===== src/rtl/signal_delay_measurement.sv =====
// signal_delay_measurement
//   Measures the number of clock ticks between a rising edge on original_signal
//   and the matching rising edge on delayed_signal. Reports the result with a
//   one-cycle measurement_valid pulse, or a one-cycle timeout pulse when no
//   delayed edge is seen within TIMEOUT_TICKS ticks.
//   Optional build macro: SIGNAL_DELAY_MEASUREMENT_CONTINUOUS_EN. When it is
//   defined the block re-arms itself after every result and never waits for
//   start.
module signal_delay_measurement #(
  parameter int COUNTER_WIDTH = 8,
  parameter int TIMEOUT_TICKS = 255
) (
  input  logic                     clock,
  input  logic                     reset_n,
  input  logic                     start,
  input  logic                     original_signal,
  input  logic                     delayed_signal,
  output logic                     busy,
  output logic [COUNTER_WIDTH-1:0] measurement,
  output logic                     measurement_valid,
  output logic                     timeout
);

  typedef enum logic [1:0] {
    IDLE      = 2'd0,
    ARMED     = 2'd1,
    MEASURING = 2'd2
  } state_t;

  // State entered after reset and after every completed or timed-out measurement.
`ifdef SIGNAL_DELAY_MEASUREMENT_CONTINUOUS_EN
  localparam state_t REST_STATE = ARMED;
`else
  localparam state_t REST_STATE = IDLE;
`endif

  localparam logic [COUNTER_WIDTH-1:0] TIMEOUT_LIMIT = COUNTER_WIDTH'(TIMEOUT_TICKS);
  localparam logic [COUNTER_WIDTH-1:0] COUNT_ONE     = COUNTER_WIDTH'(1);

  state_t                     state_reg, state_next;
  logic [COUNTER_WIDTH-1:0]   counter_reg, counter_next;
  logic [COUNTER_WIDTH-1:0]   measurement_reg, measurement_next;
  logic                       valid_reg, valid_next;
  logic                       timeout_reg, timeout_next;

  // Bit 0 = reference input, bit 1 = delayed copy.
  logic [1:0] sig_in;
  logic [1:0] rise;

  assign sig_in = {delayed_signal, original_signal};

  // One rising-edge detector per input. The history register resets to 1 so an
  // input that is already high when reset is released does not count as an edge.
  generate
    for (genvar gi = 0; gi < 2; gi++) begin : g_edge
      logic prev_reg;

      // Remember last cycle's input level.
      always_ff @(posedge clock or negedge reset_n) begin
        if (!reset_n) begin
          prev_reg <= 1'b1;
        end else begin
          prev_reg <= sig_in[gi];
        end
      end

      assign rise[gi] = sig_in[gi] & ~prev_reg;
    end
  endgenerate

  // State, tick counter and registered result outputs.
  always_ff @(posedge clock or negedge reset_n) begin
    if (!reset_n) begin
      state_reg       <= REST_STATE;
      counter_reg     <= '0;
      measurement_reg <= '0;
      valid_reg       <= 1'b0;
      timeout_reg     <= 1'b0;
    end else begin
      state_reg       <= state_next;
      counter_reg     <= counter_next;
      measurement_reg <= measurement_next;
      valid_reg       <= valid_next;
      timeout_reg     <= timeout_next;
    end
  end

  // Next-state and result logic; the delayed-edge test wins over the timeout test.
  always_comb begin
    state_next       = state_reg;
    counter_next     = counter_reg;
    measurement_next = measurement_reg;
    valid_next       = 1'b0;
    timeout_next     = 1'b0;

    unique case (state_reg)
      IDLE: begin
        if (start) begin
          state_next = ARMED;
        end
      end

      ARMED: begin
        if (rise[0] && rise[1]) begin
          // Both edges in the same cycle: zero delay.
          measurement_next = '0;
          valid_next       = 1'b1;
          counter_next     = '0;
          state_next       = REST_STATE;
        end else if (rise[0]) begin
          counter_next = COUNT_ONE;
          state_next   = MEASURING;
        end
        // A lone delayed edge here belongs to an earlier reference; ignore it.
      end

      MEASURING: begin
        if (rise[1]) begin
          measurement_next = counter_reg;
          valid_next       = 1'b1;
          counter_next     = '0;
          state_next       = REST_STATE;
        end else if (counter_reg == TIMEOUT_LIMIT) begin
          timeout_next = 1'b1;
          counter_next = '0;
          state_next   = REST_STATE;
        end else begin
          counter_next = counter_reg + COUNT_ONE;
        end
      end

      default: begin
        state_next   = REST_STATE;
        counter_next = '0;
      end
    endcase
  end

  assign busy              = (state_reg != IDLE);
  assign measurement       = measurement_reg;
  assign measurement_valid = valid_reg;
  assign timeout           = timeout_reg;

endmodule

===== config.mk =====
export PLATFORM = sky130hd
export DESIGN_NAME = signal_delay_measurement
export DESIGN_NICKNAME = d
export VERILOG_FILES = /design/src/rtl/signal_delay_measurement.sv
export SDC_FILE = /design/constraint.sdc
export NUM_CORES = 1
export LEC_CHECK = 0
export ABC_CLOCK_PERIOD_IN_PS = 3430
export BUFFER_PORTS_ARGS = -buffer_cell sky130_fd_sc_hd__buf_2
export CORE_ASPECT_RATIO = 0.9
export CORE_MARGIN = 10
export CORE_UTILIZATION = 45
export CTS_CLUSTER_DIAMETER = 120
export DETAILED_ROUTE_END_ITERATION = 16
export PLACE_DENSITY_LB_ADDON = 0.1
export SYNTH_ARGS = -nofsm -noshare
export SYNTH_HDL_FRONTEND = slang
export SYNTH_SLANG_ARGS = --single-unit

===== constraint.sdc =====
create_clock -name clock -period 3.43 [get_ports clock]
set_clock_uncertainty 0.15 [all_clocks]
set_input_delay 0.8575 -clock clock [delete_from_list [all_inputs] [get_ports clock]]
set_output_delay 0.8575 -clock clock [all_outputs]
set_load 0.005 [all_outputs]

==> results.sh <==
export IMPL_cts_root_buf="clkbuf_4"
export IMPL_yosys_area_top_type_share_pct=45.8
export IMPL_placed_cell_area_um2=1190
export IMPL_h_tree_depth=1
export IMPL_routabilityCongestion=0.811
export IMPL_cts_setup_buffers=0
export IMPL_worst_pin_slew_ns=0.593
export IMPL_min_path_type="primary input to async pin"
export IMPL_viasPerCell=5.50
export IMPL_cellPowerDensity_nw_per_um2=650
export IMPL_dieArea_um2=4800
export IMPL_synthFlopType="dfrtp_1"
export IMPL_n_fill_cell=202
export IMPL_drive_gt1_share_pct=20.5
export IMPL_ir_drop_mv=0.431
export IMPL_port_buffers=15
export IMPL_status="complete, no violations"
export IMPL_reg2reg_from="state_reg[0]"
export IMPL_async_reset_ff_share_pct=100
export IMPL_final_area_um2=1240
export IMPL_worst_path_max_fanout=4
export IMPL_critical_path_startpoint_type="register"
export IMPL_crit_start="state_reg[0]"
export IMPL_setup_viol=0
export IMPL_clock_fmax_ghz=0.445
export IMPL_firstDrtPassIters=4
export IMPL_ys_seq_area_share_pct=50.6
export IMPL_r2r_end="state_reg[1]"
export IMPL_ctsHoldBuffers=0
export IMPL_synth_seq_cells=22
export IMPL_drt_iter0_markers=47
export IMPL_tns_ns=0
export IMPL_synth_nets=119
export IMPL_hold_violations=0
export IMPL_syn_avg_cell_area_um2=9.94
export IMPL_regArea_um2=553
export IMPL_fp_row_count=16
export IMPL_drv_cap=0
export IMPL_cts_clk_slew_worst_paths_ns=0.13
export IMPL_synthTopCellsByArea="dfrtp_1 46%, nand2_1 6.5%, dfstp_2 4.8%, ha_1 4.6%, o21ai_0 4.1%"
export IMPL_die_w_um=72.0
export IMPL_via_count=847
export IMPL_ant_nets=0
export IMPL_end_kind="output pin"
export IMPL_wl_um=2240
export IMPL_clk_insertion_delay_late_ns=0.31
export IMPL_power_leakage_nw=0.569
export IMPL_start_util_pct=48.8
export IMPL_cts_sinks=22
export IMPL_hpwl_um=1720
export IMPL_slew_viol_final=0
export IMPL_die_h_um=66.8
export IMPL_wl_per_cell_um=14.6
export IMPL_rrSetupSlack_ns=1.37
export IMPL_yosysTopAreaCell="dfrtp_1"
export IMPL_rsz0062_at_grt="false"
export IMPL_criticalPathCategory="register to output pin"
export IMPL_min_period_over_period_pct=65.4
export IMPL_grt_ovfl_total=0
export IMPL_relSlewSlack_pct=60.5
export IMPL_clock_path_buffers=2
export IMPL_numCtsBuffers=3
export IMPL_ys_warn_count=0
export IMPL_critPathRequiredTime_ns=2.42
export IMPL_post_synth_inst_count=110
export IMPL_ios=16
export IMPL_worstPathArrival_ns=1.24
export IMPL_multi_input_area_um2=497
export IMPL_nets=137
export IMPL_cts_resized=0
export IMPL_areaGrowthSynthToFinish_pct=13.8
export IMPL_synth_enable_flop_cells=0
export IMPL_grt_max_degree=23
export IMPL_antenna_found_initial=0
export IMPL_synth_area_um2=1090
export IMPL_rr_worst_depth=6
export IMPL_crit_path_end="busy"
export IMPL_cts_tree="done"
export IMPL_grt_pass1_vias=881
export IMPL_netlist_cell_type_count=36
export IMPL_drcViolationCount=0
export IMPL_min_period_ns=2.24
export IMPL_grt_pass1_wl_um=3910
export IMPL_diodes=0
export IMPL_core_um2=2240
export IMPL_grt_usage_pct=10.1
-- report_power, final --
part           switching (mW)  internal, mW  total (mW)
sequential             0.0212         0.286       0.307
clock                  0.0813         0.118       0.199
combinational           0.204        0.0981       0.302
total                   0.306         0.503       0.809
-- worst min path at each step --
stage / to / cells past startpoint
after CTS: timeout / 1
after global placement: measurement[1] / 2
after detailed placement: measurement[1] / 2
after global routing: counter_reg[3] / 1
final: measurement[4] / 1
after floorplan: measurement[0] / 2
-- cells by family (layout without fill, tap and decap cells) --
logic type / Yosys count / count (layout) / synth area share, %
and+or+nand+nor: 41 / 41 / 20.7
muxes: 1 / 1 / 1.03
DFF: 22 / 22 / 50.6
buffers and inverters: 11 / 28 / 4.00
adders and majority gates: 4 / 4 / 4.58
xor gates and xnor gates: 3 / 3 / 2.40
AOI/OAI and AO/OA: 28 / 28 / 16.7
-- Yosys cell counts (all sizes together) (2+ instances only) --
cell type  instances
a21oi              4
a31oi              3
and3               3
buf                2
dfrtp             20
dfstp              2
ha                 4
inv                9
nand2             19
nand3              3
nor2               5
nor2b              2
o21ai             10
o31ai              3
or4                2
xnor2              2
-- metrics by stage --
stage | worst slack [ns] | power, mW | util, % | std cells | hold slack [ns]
2_1_floorplan | 1.28 | 0.540 | - | 110 | 0.323
3_5_place_dp | 1.06 | 0.613 | 53.2 | 150 | 0.317
4_1_cts | 1.17 | 0.815 | 55.5 | 154 | 0.347
3_3_place_gp | 1.12 | 0.612 | 53.2 | 150 | 0.307
5_1_grt | 1.09 | 0.870 | 55.5 | 154 | 0.360
6_report | 1.19 | 0.809 | 55.5 | 154 | 0.339
-- placed cells by master, fill, tap and decap left out, types with 2 or more instances in the layout --
cell,netlist,routed
o31ai_1,3,3
and3_4,2,2
ha_1,4,4
nor2b_1,2,2
clkbuf_4,0,3
a31oi_1,3,3
dfstp_2,2,2
nand3_1,2,2
nand2_1,19,19
buf_2,2,15
o21ai_0,9,9
a21oi_1,4,4
inv_1,9,9
dfrtp_1,20,20
or4_1,2,2
nor2_1,5,5
xnor2_1,2,2
-- critical path, cell delays in order (launching register included) --
cell and delay (ns):
dfrtp_1 0.41, inv_1 0.09, ha_1 0.21, inv_1 0.09, buf_2 0.13
-- layout make-up --
type	count	share of cell area, %
Inverter	9	2.71
Clock inverter	1	2.41
Sequential cell	22	44.4
Clock buffer	3	1.81
Multi-Input combinational cell	77	39.9
Timing Repair Buffer	15	6.03
Tap cell	27	2.71
-- metal layers --
metal / global-route usage, % / routed length (µm) / share of wire [%]
met3: 4.59 / 176 / 7.8
met4: 2.17 / 15 / 0.67
met1: 11.9 / 1070 / 48
met2: 16.5 / 978 / 44
met5: 0 / 0 / 0
(Power assumes the default switching activity.)
